File: config.mk
export PLATFORM = sky130hd
export DESIGN_NAME = instr_fetch_unit_flat
export DESIGN_NICKNAME = d
export VERILOG_FILES = /design/src/rtl/instr_fetch_unit_if.sv /design/src/rtl/instr_fetch_unit.sv /design/src/flat_wrapper.sv
export SDC_FILE = /design/constraint.sdc
export NUM_CORES = 1
export LEC_CHECK = 0
export ABC_AREA = 0
export BUFFER_PORTS_ARGS = -buffer_cell sky130_fd_sc_hd__buf_2
export CAP_MARGIN = 20
export CORE_MARGIN = 2
export CORE_UTILIZATION = 42
export CTS_CLUSTER_DIAMETER = 50
export DETAILED_ROUTE_END_ITERATION = 12
export MAX_ROUTING_LAYER = met4
export PLACE_DENSITY = 0.76
export RECOVER_POWER = 25
export SETUP_SLACK_MARGIN = 0.1
export SLEW_MARGIN = 10
export SYNTH_ARGS = -nofsm -noshare
export SYNTH_HDL_FRONTEND = slang
export SYNTH_SLANG_ARGS = --single-unit
export TNS_END_PERCENT = 100
File: constraint.sdc
create_clock -name clk -period 1.3 [get_ports clk]
set_input_delay 0.195 -clock clk [delete_from_list [all_inputs] [get_ports clk]]
set_output_delay 0.195 -clock clk [all_outputs]
set_load 0.05 [all_outputs]
File: src/rtl/instr_fetch_unit_if.sv
// Fetch-stage bus: instruction memory port, instruction handshake to the
// control unit, branch redirect inputs, halt and PC trace output.
interface instr_fetch_unit_if #(
  parameter int unsigned PC_WIDTH    = 12,
  parameter int unsigned INSTR_WIDTH = 16
);
  logic                   imem_req;
  logic [PC_WIDTH-1:0]    imem_addr;
  logic                   imem_ack;
  logic [INSTR_WIDTH-1:0] imem_rdata;
  logic [INSTR_WIDTH-1:0] instruction;
  logic                   instr_valid;
  logic                   instr_ready;
  logic                   load_pc;
  logic [PC_WIDTH-1:0]    load_pc_val;
  logic                   halt;
  logic [PC_WIDTH-1:0]    pc;

  // Fetch unit side
  modport master (
    output imem_req, imem_addr, instruction, instr_valid, pc,
    input  imem_ack, imem_rdata, instr_ready, load_pc, load_pc_val, halt
  );

  // Memory / control-unit side
  modport slave (
    input  imem_req, imem_addr, instruction, instr_valid, pc,
    output imem_ack, imem_rdata, instr_ready, load_pc, load_pc_val, halt
  );
endinterface

File: src/rtl/instr_fetch_unit.sv
// Instruction fetch stage: owns the PC, reads instruction memory over a
// req/ack port and presents one instruction at a time to the control unit.
module instr_fetch_unit #(
  parameter int unsigned         PC_WIDTH    = 12,
  parameter int unsigned         INSTR_WIDTH = 16,
  parameter logic [PC_WIDTH-1:0] RESET_PC    = '0
) (
  input logic             clk,
  input logic             rst,
  instr_fetch_unit_if.master bus
);

  typedef enum logic [1:0] {
    S_IDLE  = 2'd0,
    S_REQ   = 2'd1,
    S_VALID = 2'd2
  } state_t;

  state_t                 state;
  state_t                 state_next;

  logic [PC_WIDTH-1:0]    pc_q;
  logic [PC_WIDTH-1:0]    pc_d;
  logic [INSTR_WIDTH-1:0] instr_q;
  logic [INSTR_WIDTH-1:0] instr_d;
  logic                   req_q;
  logic                   req_d;
  logic                   valid_q;
  logic                   valid_d;

  // State register
  always_ff @(posedge clk or posedge rst) begin
    if (rst) begin
      state <= S_IDLE;
    end else begin
      state <= state_next;
    end
  end

  // Next-state logic; the unused encoding falls back to idle
  always_comb begin
    state_next = S_IDLE;
    case (state)
      S_IDLE:  state_next = bus.halt ? S_IDLE : S_REQ;
      S_REQ:   state_next = bus.imem_ack ? S_VALID : S_REQ;
      S_VALID: begin
        if (bus.instr_ready) begin
          state_next = bus.halt ? S_IDLE : S_REQ;
        end else begin
          state_next = S_VALID;
        end
      end
      default: state_next = S_IDLE;
    endcase
  end

  // Output/datapath next values; req and valid follow the next state so they
  // are registered alongside it, and a branch beats the sequential increment
  always_comb begin
    pc_d    = pc_q;
    instr_d = instr_q;
    req_d   = (state_next == S_REQ);
    valid_d = (state_next == S_VALID);
    case (state)
      S_REQ: begin
        if (bus.imem_ack) begin
          instr_d = bus.imem_rdata;
        end
      end
      S_VALID: begin
        if (bus.instr_ready) begin
          pc_d = bus.load_pc ? bus.load_pc_val : pc_q + PC_WIDTH'(1);
        end
      end
      default: ;
    endcase
  end

  // Output and datapath registers
  always_ff @(posedge clk or posedge rst) begin
    if (rst) begin
      pc_q    <= RESET_PC;
      instr_q <= '0;
      req_q   <= 1'b0;
      valid_q <= 1'b0;
    end else begin
      pc_q    <= pc_d;
      instr_q <= instr_d;
      req_q   <= req_d;
      valid_q <= valid_d;
    end
  end

  assign bus.imem_req    = req_q;
  assign bus.imem_addr   = pc_q;
  assign bus.pc          = pc_q;
  assign bus.instruction = instr_q;
  assign bus.instr_valid = valid_q;

endmodule
File: src/flat_wrapper.sv
// flat-port wrapper written by rule: the top's interface ports become plain ports
module instr_fetch_unit_flat 
#(
  parameter int unsigned         PC_WIDTH    = 12,
  parameter int unsigned         INSTR_WIDTH = 16,
  parameter logic [PC_WIDTH-1:0] RESET_PC    = '0
)
  (clk, rst, bus_imem_req, bus_imem_addr, bus_instruction, bus_instr_valid, bus_pc, bus_imem_ack, bus_imem_rdata, bus_instr_ready, bus_load_pc, bus_load_pc_val, bus_halt);
  instr_fetch_unit_if #(.PC_WIDTH(PC_WIDTH), .INSTR_WIDTH(INSTR_WIDTH)) bus_i ();
  input logic clk;
  input logic rst;
  output wire logic [$bits(bus_i.imem_req)-1:0] bus_imem_req;
  output wire logic [$bits(bus_i.imem_addr)-1:0] bus_imem_addr;
  output wire logic [$bits(bus_i.instruction)-1:0] bus_instruction;
  output wire logic [$bits(bus_i.instr_valid)-1:0] bus_instr_valid;
  output wire logic [$bits(bus_i.pc)-1:0] bus_pc;
  input wire logic [$bits(bus_i.imem_ack)-1:0] bus_imem_ack;
  input wire logic [$bits(bus_i.imem_rdata)-1:0] bus_imem_rdata;
  input wire logic [$bits(bus_i.instr_ready)-1:0] bus_instr_ready;
  input wire logic [$bits(bus_i.load_pc)-1:0] bus_load_pc;
  input wire logic [$bits(bus_i.load_pc_val)-1:0] bus_load_pc_val;
  input wire logic [$bits(bus_i.halt)-1:0] bus_halt;
  assign bus_imem_req = bus_i.imem_req;
  assign bus_imem_addr = bus_i.imem_addr;
  assign bus_instruction = bus_i.instruction;
  assign bus_instr_valid = bus_i.instr_valid;
  assign bus_pc = bus_i.pc;
  assign bus_i.imem_ack = bus_imem_ack;
  assign bus_i.imem_rdata = bus_imem_rdata;
  assign bus_i.instr_ready = bus_instr_ready;
  assign bus_i.load_pc = bus_load_pc;
  assign bus_i.load_pc_val = bus_load_pc_val;
  assign bus_i.halt = bus_halt;
  instr_fetch_unit #(.PC_WIDTH(PC_WIDTH), .INSTR_WIDTH(INSTR_WIDTH), .RESET_PC(RESET_PC)) u_core (.clk(clk), .rst(rst), .bus(bus_i));
endmodule
### Yosys cells after proc, flatten, opt, wreduce, memory -nomap -nowiden

Index checks and enable logic that the tools add are counted.

* flip-flop bits (word level): 32
* bits of input ports: 34
* output and inout bits: 42
* logic and storage cells: 18

* add/sub/neg operators: 1
* eq/ne operators: 4
* mux-type cells: 5
* reduce and logical (&&, ||, !) cells: 3

Operators by type and width (count)
* $add A12 B1 Y12 const B: 1
* $mux W12: 1
* $pmux W2 S3: 1
* $eq A2 B1 Y1 const B: 2
* $eq A2 B2 Y1 const B: 2
* $mux W2: 2
* $reduce_and A2 Y1: 2
* $logic_not A2 Y1: 1
* $mux W1: 1

### Longest topological paths before layout

* depth in word-level cells: 4
* mapped depth: 5
* depth with buffers taken out: 5

### Worst setup path after synthesis

OpenSTA, ideal clock, no wires.

* path kind: reg2reg
* from: register u_core.pc_q[0] (netlist: u_core.bus.imem_addr[0])
* to: register u_core.pc_q[8] (netlist: u_core.bus.imem_addr[8])
* arrival: 1.613 ns
* required time: 1.170 ns
* slack: -0.444 ns
* cell stages (with the launch flop): 5
* buffers on the path: 0
* clock period less this slack: 1.744 ns
* path through: dfrtp_1 ha_1 nand4_1 o41ai_1 a21oi_1

* longest elaborated chain between the ends: 2

RTL lines
* start: declaration: line instr_fetch_unit.sv:22 `logic [PC_WIDTH-1:0] pc_q;`
* start signal: assignment: line instr_fetch_unit.sv:87 `pc_q <= pc_d;`
* $add A12 B1 Y12: line instr_fetch_unit.sv:72 `pc_d = bus.load_pc ? bus.load_pc_val : pc_q + PC_WIDTH'(1);`
* $mux W12: line instr_fetch_unit.sv:72

Every way passes these cells.
A chain may end at the register's enable or synchronous reset.

### Worst setup path after layout

* from: register u_core.pc_q[1] (netlist: u_core.bus.imem_addr[1])
* to: register u_core.pc_q[8] (netlist: u_core.bus.imem_addr[8])

The elaborated chain is that of the path after synthesis.

==> results.md <==
- The die covers 0.00439 mm².
- The number of diodes is 0.
- At the end of routability-driven placement, the weighted congestion stood at 0.791.
- The run finished, with violations left.
- The clock drives 32 sinks.
- The routed length per placed instance is 15.9 µm.
- The initial utilization of the core area, before any placement, comes to 0.442.
- The number of max-slew violations in the final report was 0.
- The number of ports placed on the die boundary is 76.
- The most used flip-flop cell after synthesis is sky130_fd_sc_hd__dfrtp_1.
- The number of buffer cells added on primary ports is 75.
- Before antenna repair, the detailed router went through 4 iterations.
- The number of enable flip-flop cells after synthesis is 0.
- In the synthesized netlist the async set-or-reset flop fraction comes to 1.00.
- Counting I/O delays and the setup requirement, the final critical path takes 1430 ps.
- The number of antenna violations at the first check in global routing is 0.
- The net count after synthesis is 183.
- The cell depth of the worst hold path is 2.
- The maximum cell stage delay along the critical path is 460 ps.
- Of the available clock period, the critical path in the final layout requires 1.10.
- The internal portion of the total power is 3960 µW.
- The TritonCTS buffer count is 5.
- The final reports fail on negative setup slack.
- In this run the vertical extent of the chip is 66.3 µm.
- The number of filler instances in the final layout is 295.
- The share of synthesized area in the top cell type comes to 0.492.
- The final layout net count is 282.
- The via count is 1,572.
- The die is 66.3 µm wide.
- Of the synthesized area, sequential elements account for 0.492.
- Of the cells placed in the final design, the portion with a size suffix greater than 1 is 0.649.
- The synthesis-to-layout area growth is 61.7%.
- The worst pin sits at a relative slew slack of 0.522.
- After clock tree synthesis, the clock-pin slew on the worst setup and hold paths is 70 ps.
- Of the total power, the share spent switching nets is 0.504.
- The kind of start point of the critical path is a flip-flop.
- The transition time at the pin with the least slew margin is 717 ps.
- Setup violations remaining at the end of the flow were counted as 9.
- The sum of negative setup slack is -453 ps.
- The initial DRC count is 182.
- In the post-synthesis netlist, the biggest area contributors are sky130_fd_sc_hd__dfrtp_1, sky130_fd_sc_hd__mux2_2, sky130_fd_sc_hd__buf_4.
- For this design the static power due to leakage is 0.00128 µW.
- TritonCTS built the clock tree.
- Hold timing on the final database bottoms out at a slack of 129 ps.
- The number of global-route vias before repair is 1,537.
- Once detail routing completed, the nets flagged for antenna violations numbered 0.
- The share of total power dissipated in sequential elements is 0.244.
- The count of max-cap constraint violations is 0.
- After floorplanning, the core was divided into 22 placement rows.
- The maximum buffer depth of the clock tree is 2.
- The switching power is 4020 µW.
- For met2 alone, demand over resource in global routing was 0.366.
- The power density over cell area is 3030 mW/mm².
- In the global route stage, met1 resource usage came out at 0.256.
- The overall routing resource usage is 0.219.
- The post-synthesis instance area is 0.00163 mm².
- Setup repair after global routing could not meet its margin everywhere.
- The average via count per standard cell is 5.31.
- Summing all multi-input logic gate instances after layout gives 796 µm².
- Clock tree synthesis selected as its root buffer the cell sky130_fd_sc_hd__clkbuf_8.
- The maximum operating frequency is 0.698 GHz.
- Registers take 823 µm².
- VDD sags by at most 0.00192 V.
- For this run, design rule violations remaining after detail routing come to 0.
- The share of total power in combinational logic is 0.638.
- The cell count after synthesis came out at 148.
- The routing layer with the top usage in global route is met2.
- The met3 global-route usage is 0.0613.
- The first global-routing pass estimated 6.97 mm of wire.
- The number of cells on the worst reg-to-reg path is 4.
- Across all setup checks in the final design, the least slack found is -132 ps.
- The H-tree generated during clock tree synthesis spans 2 levels.
- Summed over all nets, the half-perimeter wirelength after detailed placement is 2.70 mm.
- The kind of path behind the tightest hold check is in -> reg.
- The average instance area after synthesis is 11.0 µm².
- Clock latency on the worst-skew pair, taken at its later pin, is 290 ps.
- The total global routing overflow is 0.
- The total length of routed wires is 4.70 mm.
- Prior to clock tree synthesis, the placed netlist has a worst setup slack of -54.8 ps.
- Synthesis instantiated 40 different standard cells from the library.
- Of the total power, the clock network draws 0.118.
- The final setup skew is 2.00 ps.
- The synthesized design spends more area on one cell type than any other, namely sky130_fd_sc_hd__dfrtp_1.
- The total core area is 0.00369 mm².
- Summing all placed instances gives a cell area of 0.00216 mm².
- For the worst setup path, the data arrival time is 1590 ps.
- The worst setup path is captured at a flip-flop.
- At the worst endpoint, the required time is 1460 ps.
- On the critical path, the stage with the largest delay is an instance of sky130_fd_sc_hd__dfrtp_4.
- After routing the design area is 0.00263 mm².
- The worst setup path is of the reg -> reg kind.
- The final count of hold timing violations is 0.
- In this run the worst path has a maximum fanout of 4.
- The synthesized design contains 32 register bits.
- The maximum number of pins on one net before global-route repair is 33.
- Yosys printed 0 warnings.
- The signal on the critical path passes through ha_4 -> nand4_1 -> o41ai_1 -> a21oi_1.
critical path, delay by kind of cell, from the launching register on:
family,cells,cell delay [ps]
AOI/OAI and AO/OA,2,470
adders and majority gates,1,170
DFF,1,460
and+or+nand+nor,1,220
per-layer routing:
layer  wire [µm]  vias up  part of all wire
met5           0        -                 0
met4          76        0             0.016
met3         366        7             0.078
met2        2420       84              0.51
met1        1840      755              0.39
li1            -      726                 -
per-stage QoR:
step,instances,power [µW],util
after floorplan,148,5240,-
after global placement,268,6050,0.587
after detailed placement,268,6100,0.587
after CTS,288,7670,0.685
after global routing,296,8320,0.714
final,296,7990,0.714
power by group through the flow:
| stage | Clock, µW | Combinational (µW) | Sequential [µW] |
|---|---|---|---|
| 4_1_cts | 958 | 4790 | 1920 |
| 5_1_grt | 1030 | 5290 | 2010 |
| 3_5_place_dp | 0 | 4200 | 1900 |
| 6_report | 941 | 5100 | 1950 |
| 3_3_place_gp | 0 | 4150 | 1900 |
| 2_1_floorplan | 0 | 1690 | 3550 |
state kept, by name (all words and copies together), names as in the netlist:
register                cells
u_core.bus.imem_addr       12
u_core.bus.imem_req         1
u_core.bus.instr_valid      1
u_core.bus.instruction     16
u_core.state                2
final cells by class:
type                            count  share of cell area
Clock buffer                        6              0.0276
Sequential cell                    32               0.313
Inverter                            4             0.00570
Tap cell                           48              0.0228
Clock inverter                      2              0.0133
Multi-Input combinational cell     94               0.302
Timing Repair Buffer              110               0.316
logic make-up (layout without fill, tap and decap cells):
group	count (synthesis)	count (layout)	synth area share
compound gates	34	34	0.137
fa+ha+maj	1	1	0.00768
buf+inv	22	122	0.0814
flops	32	32	0.492
mux	20	20	0.136
simple gates	39	39	0.147
placed cells by master, fill, tap and decap left out, types with 3 or more instances in the layout:
cell                       count
sky130_fd_sc_hd__a21oi_1       8
sky130_fd_sc_hd__buf_2        56
sky130_fd_sc_hd__buf_4        23
sky130_fd_sc_hd__buf_6        15
sky130_fd_sc_hd__buf_8        10
sky130_fd_sc_hd__clkbuf_4      4
sky130_fd_sc_hd__clkbuf_8      5
sky130_fd_sc_hd__dfrtp_1      20
sky130_fd_sc_hd__dfrtp_2       9
sky130_fd_sc_hd__dfrtp_4       3
sky130_fd_sc_hd__inv_1         4
sky130_fd_sc_hd__mux2_2        9
sky130_fd_sc_hd__mux2_4        8
sky130_fd_sc_hd__mux2i_1       3
sky130_fd_sc_hd__nand2_1       4
sky130_fd_sc_hd__nand3_1       4
sky130_fd_sc_hd__nand3_2       3
sky130_fd_sc_hd__nor2_1        7
sky130_fd_sc_hd__nor3_1        4
sky130_fd_sc_hd__o21ai_0       6
sky130_fd_sc_hd__o21ai_1       6
synthesized netlist by cell type (3+ instances only):
cell                      count
sky130_fd_sc_hd__buf_2        3
sky130_fd_sc_hd__nand2_1      5
sky130_fd_sc_hd__o21ai_0     12
sky130_fd_sc_hd__nor3_1       5
sky130_fd_sc_hd__dfrtp_1     32
sky130_fd_sc_hd__buf_4       12
sky130_fd_sc_hd__nor2_1       7
sky130_fd_sc_hd__mux2i_1      3
sky130_fd_sc_hd__inv_1        4
sky130_fd_sc_hd__nand3_1      7
sky130_fd_sc_hd__mux2_2      17
sky130_fd_sc_hd__a21oi_1      9
worst paths after layout:
kind | start | end | slack [ps]
min in group asynchronous | rst | u_core.bus.imem_req$_DFF_PP0_ | 670
max reg2reg | u_core.bus.imem_addr[1]$_DFFE_PP0P_ | u_core.bus.imem_addr[8]$_DFFE_PP0P_ | -130
max | u_core.bus.imem_addr[1]$_DFFE_PP0P_ | u_core.bus.imem_addr[8]$_DFFE_PP0P_ | -130
min | bus_halt | u_core.state[0]$_DFF_PP0_ | 130
max in group asynchronous | rst | u_core.bus.imem_addr[0]$_DFFE_PP0P_ | 110
min reg2reg | u_core.bus.instruction[2]$_DFFE_PP0P_ | u_core.bus.instruction[2]$_DFFE_PP0P_ | 500
what timing repair did:
item | CTS | global route
setup endpoints to repair | 41 | 42
pin swaps | 10 | 3
cloned | 0 | 1
resized for setup | 45 | 26
setup buffers | 11 | 7
endpoints found under the hold margin | 32 | 0
hold buffers | 1 | 0
Power figures use the tool's default switching activity.
